## src/rtl/fifo_read_stream.sv

```systemverilog
// FIFO read port (empty/inc, combinational data) to valid/ready stream via a 2-entry head/tail skid buffer.
// First word valid one cycle after the fetch edge; fetch stops when both entries are full, never from i_ready.
module fifo_read_stream #(
   parameter int DATA_W = 8
) (
   input  logic              i_clk,
   input  logic              i_arst,
   input  logic              i_empty,
   input  logic [DATA_W-1:0] i_rData,
   output logic              o_inc,
   output logic              o_valid,
   input  logic              i_ready,
   output logic [DATA_W-1:0] o_data,
   output logic [1:0]        o_level
);

   typedef enum logic [1:0] {
      S_EMPTY = 2'd0,
      S_ONE   = 2'd1,
      S_TWO   = 2'd2
   } state_t;

   state_t            r_state;
   state_t            w_next_state;
   logic [DATA_W-1:0] r_head;
   logic [DATA_W-1:0] r_tail;
   logic [DATA_W-1:0] w_next_head;
   logic [DATA_W-1:0] w_next_tail;
   logic              w_fetch;
   logic              w_pop;

   // Fetch decision looks only at buffer occupancy so o_inc has no path from i_ready.
   assign w_fetch = ~i_arst & ~i_empty & (r_state != S_TWO);
   assign w_pop   = (r_state != S_EMPTY) & i_ready;

   always_ff @(posedge i_clk or posedge i_arst) begin
      if (i_arst) begin
         r_state <= S_EMPTY;
         r_head  <= '0;
         r_tail  <= '0;
      end else begin
         r_state <= w_next_state;
         r_head  <= w_next_head;
         r_tail  <= w_next_tail;
      end
   end

   always_comb begin
      w_next_state = r_state;
      w_next_head  = r_head;
      w_next_tail  = r_tail;
      case (r_state)
         S_EMPTY: begin
            if (w_fetch) begin
               w_next_state = S_ONE;
               w_next_head  = i_rData;
            end
         end
         S_ONE: begin
            if (w_fetch && w_pop) begin
               w_next_head = i_rData;
            end else if (w_fetch) begin
               w_next_state = S_TWO;
               w_next_tail  = i_rData;
            end else if (w_pop) begin
               w_next_state = S_EMPTY;
            end
         end
         S_TWO: begin
            if (w_pop) begin
               w_next_state = S_ONE;
               w_next_head  = r_tail;
            end
         end
         default: begin
            w_next_state = S_EMPTY;
         end
      endcase
   end

   assign o_inc   = w_fetch;
   assign o_valid = (r_state != S_EMPTY);
   assign o_data  = r_head;
   assign o_level = r_state;

endmodule

```

## config.mk

```make
export PLATFORM = sky130hd
export DESIGN_NAME = fifo_read_stream
export DESIGN_NICKNAME = d
export VERILOG_FILES = /design/src/rtl/fifo_read_stream.sv
export SDC_FILE = /design/constraint.sdc
export NUM_CORES = 1
export LEC_CHECK = 0
export ABC_CLOCK_PERIOD_IN_PS = 3100
export CAP_MARGIN = 10
export CORE_MARGIN = 2
export CORE_UTILIZATION = 45
export CTS_CLUSTER_SIZE = 8
export DETAILED_ROUTE_END_ITERATION = 8
export DONT_BUFFER_PORTS = 1
export PLACE_DENSITY = 0.61
export SETUP_SLACK_MARGIN = 0.4
export SLEW_MARGIN = 10
export SYNTH_ARGS = -nofsm -noshare
export SYNTH_HDL_FRONTEND = slang
export SYNTH_SLANG_ARGS = --single-unit
export TNS_END_PERCENT = 5
```

## constraint.sdc

```tcl
create_clock -name i_clk -period 3.1 [get_ports i_clk]
set_input_delay 0.31 -clock i_clk [delete_from_list [all_inputs] [get_ports i_clk]]
set_output_delay 0.31 -clock i_clk [all_outputs]
set_load 0.05 [all_outputs]
```

# == Yosys cells after proc, flatten, opt, wreduce, memory -nomap -nowiden ==
# Index checks and enable logic that the tools add are counted.
# op_classes
n_eq_ne,8
muxes,10
bitwise,6
n_reduce_logical,7
# op_table
operator,n
two-way mux 8 bit,3
one-hot mux 8 bit (3 select lines),1
two-way mux 2 bit,5
!= test 2 bit (second input constant),5
AND reduction 4 bit,2
one-hot mux 2 bit (3 select lines),1
AND 1 bit,3
!= test 3 bit (second input constant),1
inverter 1 bit,3
AND reduction 3 bit,1
nonzero test 3 bit,1
equality test 2 x 1 -> 1 bit (second input constant),1
equality test 2 bit (second input constant),1
zero test 2 bit,1
nonzero test 2 bit,1
logical AND 1 bit,1
# totals
ff_bits,18
in_bits,12
out_inout_bits,12
elab_cells,34

# == Logic depth before layout (Yosys ltp) ==
# Gate-level depths: netlist of run 1.
# depth
word_depth,6
ltp_mapped,4
ltp_nobuf,3

# == Worst setup path before layout of run 1 ==
# Ideal clock, no wire load.
# synth_path
path_type,register -> output
from,"register r_state[0], in the netlist o_level[0]"
to,output o_inc
arrival_ps,1991
t_required_ps,2790
slack_ps,799
path_stages_with_launch,3
path_buffers,0
cell_sequence,dfrtp_1 and2b_2 nor3_1
# synth_between
elab_chain_len,2
# synth_rtl
item,line,source
start: declaration,23,state_t r_state;
start signal: assignment,42,r_state <= w_next_state;
!= test 2 bit,33,assign w_fetch = ~i_arst & ~i_empty & (r_state != S_TWO);
AND 1 bit,33,
end: declaration,10,"output logic o_inc,"
# No other way between the ends.

# == Final worst setup path of run 1 ==
# layout_path
from,"register r_state[1], in the netlist o_level[1]"
to,"register r_head[1], in the netlist o_data[1]"
# layout_between
elab_chain_len,5
word_cells_on_any_way,14
classes_between,eq/ne (6); mux (1); bitwise (2); reduce/logical (5)
# layout_rtl
item,line,source
!= test 2 bit / nonzero test 2 bit (equally long branches),"33, 34",
AND 1 bit (on tied branches),"33, 34",
logical AND 1 bit,60,if (w_fetch && w_pop) begin
!= test 2 bit (no line),-,
AND reduction 4 bit (no line),-,
end signal: assignment,43,r_head <= w_next_head;
end: declaration,25,logic [DATA_W-1:0] r_head;
# Several ways; a longest one is shown, not always the timed one.
# A chain may end at the register's enable or synchronous reset.

==> results of run 1 <==
-- path summary, 6_finish.rpt --
kind / startpoint / end / slack (ns) / cells after the start
worst min register to register: r_tail[7] / r_tail[7] / 0.50 / 1
worst min-delay path: i_arst / r_tail[7] / -0.02 / 1
min in group i_clk: i_ready / o_level[1] / 0.12 / 1
worst max register to register: o_level[1] / o_data[1] / 1.12 / 3
worst max-delay path: o_level[1] / o_data[1] / 1.12 / 3
max in group asynchronous: i_arst / o_level[0] / 2.68 / 1
-- critical path: stages (launching register included) --
cell,delay [ns]
dfrtp_1,0.63
nor4_1,0.45
a211o_1,0.45
mux2_4,0.34
-- logic make-up (layout without fill, tap and decap cells) --
| group | Yosys count | count (layout) |
|---|---|---|
| flops | 18 | 18 |
| buf+inv | 3 | 6 |
| simple gates | 11 | 11 |
| mux | 25 | 25 |
| compound gates | 3 | 3 |
-- final cells by class --
cell class,count,area share [%]
timing repair buffer,1,0.8075
sequential,18,48.45
tap,25,3.365
multi-input combinational,39,43.07
inverter,1,0.4038
clock buffer,4,3.903
-- stage by stage --
step	util, %	total power (W)	instances	cell area, sq um
6_report	52.70	0.0007753	88	929.6
5_1_grt	52.70	0.0008077	88	929.6
4_1_cts	52.70	0.0007839	88	929.6
3_5_place_dp	50.64	0.0006382	84	893.4
3_3_place_gp	50.64	0.0006335	84	893.4
2_1_floorplan	-	0.0006115	60	869.6
-- power groups by stage --
stage / Combinational [W] / Sequential (W) / Clock, W
after global routing: 0.000153 / 0.000498 / 0.000156
after global placement: 0.000141 / 0.000493 / 0
after detailed placement: 0.000144 / 0.000495 / 0
after CTS: 0.000144 / 0.000490 / 0.000150
after floorplan: 0.000133 / 0.000479 / 0
final: 0.000142 / 0.000488 / 0.000145
-- routing by layer --
layer | wire, um | share of wire (%) | GRT usage, %
met1 | 673 | 48 | 19.66
met2 | 632 | 45 | 20.80
met3 | 78 | 5.6 | 3.019
met4 | 19 | 1.4 | 12.97
met5 | 0 | 0 | 0
-- cells in the mapped netlist --
cell | number | area (sq um)
mux2i_1 | 1 | 10.01
mux2_1 | 10 | 112.6
a211o_1 | 1 | 8.760
nor3_1 | 1 | 5.000
buf_6 | 1 | 11.26
inv_1 | 1 | 3.750
nor2_1 | 2 | 7.510
o21ai_1 | 1 | 5.000
mux2_4 | 8 | 120.1
nor4_1 | 1 | 6.260
nor3_2 | 1 | 10.01
o21ai_0 | 1 | 5.000
and2b_2 | 1 | 8.760
nand2b_1 | 1 | 6.260
nand2_1 | 1 | 3.750
mux2_2 | 6 | 67.56
clkbuf_1 | 1 | 3.750
nor2b_2 | 1 | 8.760
dfrtp_1 | 18 | 450.4
or2_1 | 1 | 6.260
and3b_1 | 1 | 8.760
-- state kept, by name (all words and copies together), names as in the netlist --
signal and cells:
o_data 8, r_tail 8, o_level 2
==> flow_metrics.py, run 1 <==
metrics = {
    "cells_and_area": {
        "layout.filler_cells": 175,
        "insertedDiodeCount": 0,
        "mostFrequentLayoutCells": "dfrtp_1, mux2_1, mux2_4",
        "layout_commonest_cell": "dfrtp_1",
        "multi_input_comb_area_sq_um": 400.4,
        "sequential_cell_area_in_the_final_layout_sq_um": 450.4,
        "layout_cell_share_with_drive_strength_beyond_1_pct": 34.92,
        "nNetsFinal": 76,
        "syn_to_final_growth_pct": 6.907,
    },
    "grt": {
        "grt_max_degree": 19,
        "grt_use_total_pct": 14.98,
        "grt_pass1_vias": 464,
        "antenna_violations_before_repair": 0,
        "congestion_overflow_gr": 0,
        "grt_first_pass_wirelength_um": 2159,
    },
    "timing": {
        "maxClockFrequency_mhz": 505.7,
        "setup_slack_ns": 1.123,
        "timing_hold_violations_final": 18,
        "timing.max_slew.rel_slack_pct": 55.03,
        "timing_max_transition_violations_final": 0,
        "final_min_period_over_clock_period_pct": 63.79,
        "finalClockSkew_ns": 0.01113,
        "rsz0062_at_grt": "false",
        "finalWorstPathRequiredPeriod_ns": 1.977,
        "final-setup-viol-count": 0,
        "worst-slew-pin-transition_ns": 0.6738,
        "hold_ws_ns": -0.01668,
        "final.setup.tns_ns": 0,
    },
    "floorplanning": {
        "floorplan.rows": 15,
        "floorplan.die_area_sq_mm": 0.002300,
        "fp.dieH_um": 47.96,
        "floorplan.initialDensity_pct": 49.29,
        "core-area_sq_mm": 0.001764,
        "number_of_ports_placed_on_the_die_boundary": 24,
        "floorplan.die.width_um": 47.96,
    },
    "pwr": {
        "irDropWorstVdd_mv": 0.4379,
        "power.share.switching_pct": 39.58,
        "static-leakage-power_nw": 0.4239,
        "clockPowerShare_pct": 18.7,
        "power.sequential.fraction_pct": 63.0,
        "combPwrFrac_pct": 18.3,
        "total_switching_power_w": 0.0003069,
        "cell_internal_pwr_w": 0.0004685,
        "pwr_density_cell_mw_per_mm2": 834.0,
    },
    "clock_tree": {
        "hold_buffers": 0,
        "tritoncts": "done",
        "number_of_buffers_inserted_during_clock_tree_synthesis": 3,
        "clk_root_buffer_cell": "clkbuf_4",
        "cts-htree-levels": 1,
        "clk_pin_slew_worst_paths_ns": 0.11,
        "cts_setup_buffers": 0,
        "clkSinkCount": 18,
        "cts_resized": 0,
        "max-clock-path-buffers": 2,
        "clk_latency_ns": 0.30,
    },
    "run_status": {
        "violations_in_the_final_reports": "hold timing",
        "outcome": "finished with violations",
    },
    "synth": {
        "muxShareOfSynthArea_pct": 35.68,
        "postSynthRegisterBits": 18,
        "synthesis.area_sq_um": 869.6,
        "synth.net_count": 72,
        "ys_types": 21,
        "synth_seq_area_share_pct": 51.80,
        "synthesis.yosys.warnings": 0,
        "largest_family_of_logic_cells_by_synthesized_area": "multiplexers",
        "synthesis.instances": 60,
        "synth_adder_area_share_pct": 0,
        "synthSimpleGateAreaFrac_pct": 8.201,
        "synth-compound-area-share_pct": 2.158,
        "post_synth_xor_area_fraction_pct": 0,
        "syn_avg_cell_area_sq_um": 14.49,
    },
    "worst_hold_path": {
        "holdCritPathClass": "in -> async",
    },
    "routing": {
        "drt_iter0_drc": 0,
        "routedWlPerCell_um": 15.95,
        "drt_pre_antenna_iters": 1,
        "total_number_of_vias": 449,
        "post-route-drc-count": 0,
        "detail-route-antenna-nets": 0,
        "post_drt_via_cell_ratio": 5.102,
        "routed_wl_um": 1404,
    },
    "worst_setup_path": {
        "critical_path_required_ns": 3.28,
        "worst-setup-path-type": "reg -> reg",
        "timing.critical_path.from_type": "register",
        "worst-endpoint-arrival_ns": 2.16,
        "critical_path.endpoint_type": "register",
        "worstPathMaxFanout": 8,
    },
    "place": {
        "pre_cts_ws_ns": 1.127,
        "globalplace.congestion": 0.6602,
        "io_buffer_count": 0,
    },
    "job": {
        "cap_violations": 0,
    },
}
No activity file was read; power rests on OpenSTA's default activity.
==> run 2: changes to the inputs <==
ABC_CLOCK_PERIOD_IN_PS = 2100   (was 3100)
clock period = 2.1 ns   (was 3.1 ns; I/O delays follow)
==> run 2 against run 1 <==
  * The run now ends clean
  * Flip-flop and latch count is the same
  * Via count grew 5.3%
  * Sequential share of layout area decreased by 1.8 points
  * First-iteration DRC count up 1
  * Register-to-register slack worse by 0.72 ns
  * Global-route usage shrank 1.1 points
  * Wire length up 3.0%
==> flow_metrics.py, run 2 (synthesized netlist as in run 1, its figures left out) <==
metrics = {
    "run_status": {
        "outcome": "finished, final reports clean",
    },
    "clock_tree": {
        "tritoncts": "done",
        "number_of_buffers_inserted_during_clock_tree_synthesis": 3,
        "clkSinkCount": 18,
        "max-clock-path-buffers": 2,
        "cts_setup_buffers": 0,
        "cts-htree-levels": 1,
        "clk_latency_ns": 0.28,
        "clk_root_buffer_cell": "clkbuf_4",
        "clk_pin_slew_worst_paths_ns": 0.09,
    },
    "cells_and_area": {
        "insertedDiodeCount": 0,
        "syn_to_final_growth_pct": 12.23,
        "layout_commonest_cell": "dfrtp_1",
        "nNetsFinal": 78,
        "layout_cell_share_with_drive_strength_beyond_1_pct": 44.62,
        "mostFrequentLayoutCells": "dfrtp_1, mux2_1, mux2_4",
    },
    "job": {
        "cap_violations": 0,
    },
    "routing": {
        "drt_iter0_drc": 1,
        "routedWlPerCell_um": 16.07,
        "detail-route-antenna-nets": 0,
        "routed_wl_um": 1446,
        "drt_pre_antenna_iters": 2,
        "post-route-drc-count": 0,
        "total_number_of_vias": 473,
        "post_drt_via_cell_ratio": 5.256,
    },
    "worst_setup_path": {
        "critical_path.max_stage_delay_ns": 0.60,
        "worst-endpoint-arrival_ns": 1.87,
        "critical_path.endpoint_type": "register",
        "timing.critical_path.from_type": "register",
        "worstSetupEndpoint": "o_data[6]",
        "worst-setup-path-type": "reg -> reg",
        "crit_start": "o_level[1]",
        "setup.reg_to_reg.worst_slack_ns": 0.41,
        "worstReg2RegEnd": "o_data[6]",
        "path_cells": "and3b_1 > a211o_2 > mux2_4",
        "worstPathMaxFanout": 8,
        "r2r_cells": 3,
        "critical_path_required_ns": 2.27,
        "critical_path.reg2reg.startpoint": "o_level[1]",
        "slowest_stage": "dfrtp_4",
    },
    "place": {
        "dp.final_hpwl_um": 987.9,
        "pre_cts_ws_ns": 0.2695,
        "io_buffer_count": 0,
        "globalplace.congestion": 0.6672,
    },
    "timing": {
        "maxClockFrequency_mhz": 590.1,
        "setup_slack_ns": 0.4053,
        "final-setup-viol-count": 0,
        "worst-slew-pin-transition_ns": 0.6852,
        "finalWorstPathRequiredPeriod_ns": 1.695,
        "timing_max_transition_violations_final": 0,
        "final_min_period_over_clock_period_pct": 80.70,
        "timing.max_slew.rel_slack_pct": 54.27,
        "finalClockSkew_ns": 0.004422,
        "rsz0062_at_grt": "true",
        "timing_hold_violations_final": 0,
        "final.setup.tns_ns": 0,
    },
    "worst_hold_path": {
        "holdCritPathClass": "in -> reg",
    },
    "floorplanning": {
        "core-area_sq_mm": 0.001764,
        "floorplan.rows": 15,
        "floorplan.initialDensity_pct": 49.29,
        "number_of_ports_placed_on_the_die_boundary": 24,
        "floorplan.die_area_sq_mm": 0.002300,
        "floorplan.die.width_um": 47.96,
        "fp.dieH_um": 47.96,
    },
    "grt": {
        "antenna_violations_before_repair": 0,
        "grt_pass1_vias": 445,
        "grt_first_pass_wirelength_um": 2118,
        "grt_max_degree": 19,
        "congestion_overflow_gr": 0,
        "grt_use_total_pct": 13.86,
    },
    "pwr": {
        "static-leakage-power_nw": 0.4286,
        "p_total_w": 0.001122,
        "pwr_density_cell_mw_per_mm2": 1149,
        "irDropWorstVdd_mv": 0.5636,
    },
}
run 2: layout make-up:
class | count | area (sq um)
well taps | 25 | 31.28
clock buffers | 4 | 26.28
flip-flops and latches | 18 | 455.4
inverters | 1 | 3.754
multi-input cells | 39 | 426.7
repair buffers | 3 | 32.53
fillers | 163 | 788.3
run 2: metal layers:
layer / GRT usage [%] / part of all wire, % / wire [um]
met1: 19.33 / 45 / 653
met2: 19.73 / 46 / 668
met3: 3.019 / 7.1 / 102
met4: 8.108 / 1.5 / 22
met5: 0 / 0 / 0
run 2: worst min-delay path by stage:
stage / from / to / slack [ns] / cells after the start
floorplan: i_arst / o_data[0] / 0.15 / 1
global placement: i_arst / o_data[6] / 0.24 / 1
detailed placement: i_arst / o_data[7] / 0.24 / 1
CTS: i_ready / o_level[1] / 0.03 / 1
global route: i_ready / o_level[1] / 0.01 / 1
finish: i_ready / o_level[1] / 0.03 / 1
run 2: power by group:
| group | switching [W] | internal (W) |
|---|---|---|
| sequential | 0.000252 | 0.000458 |
| clock | 0.0000989 | 0.0000736 |
| combinational | 0.0000969 | 0.000142 |
run 2: through the flow:
step | instance area [sq um] | utilization, % | hold slack (ns) | std cells
after floorplan | 877.1 | - | 0.1484 | 60
after global placement | 908.4 | 51.49 | 0.2450 | 85
after detailed placement | 908.4 | 51.49 | 0.2395 | 85
after CTS | 954.7 | 54.11 | 0.02730 | 90
after global routing | 975.9 | 55.32 | 0.01456 | 90
final | 975.9 | 55.32 | 0.03475 | 90
run 2: what timing repair did:
action	4_1_cts	5_1_grt
hold buffers	1	0
endpoints found under the hold margin	18	0
setup endpoints to repair	8	17
gates resized for setup	3	5
pin swaps	1	1
run 2: critical path, delay by kind of cell, from the launching register on:
kind             cells  cell delay (ns)
AO/OA/AOI/OAI        1             0.43
AND/OR/NAND/NOR      1             0.22
multiplexers         1             0.33
flip-flops           1             0.60
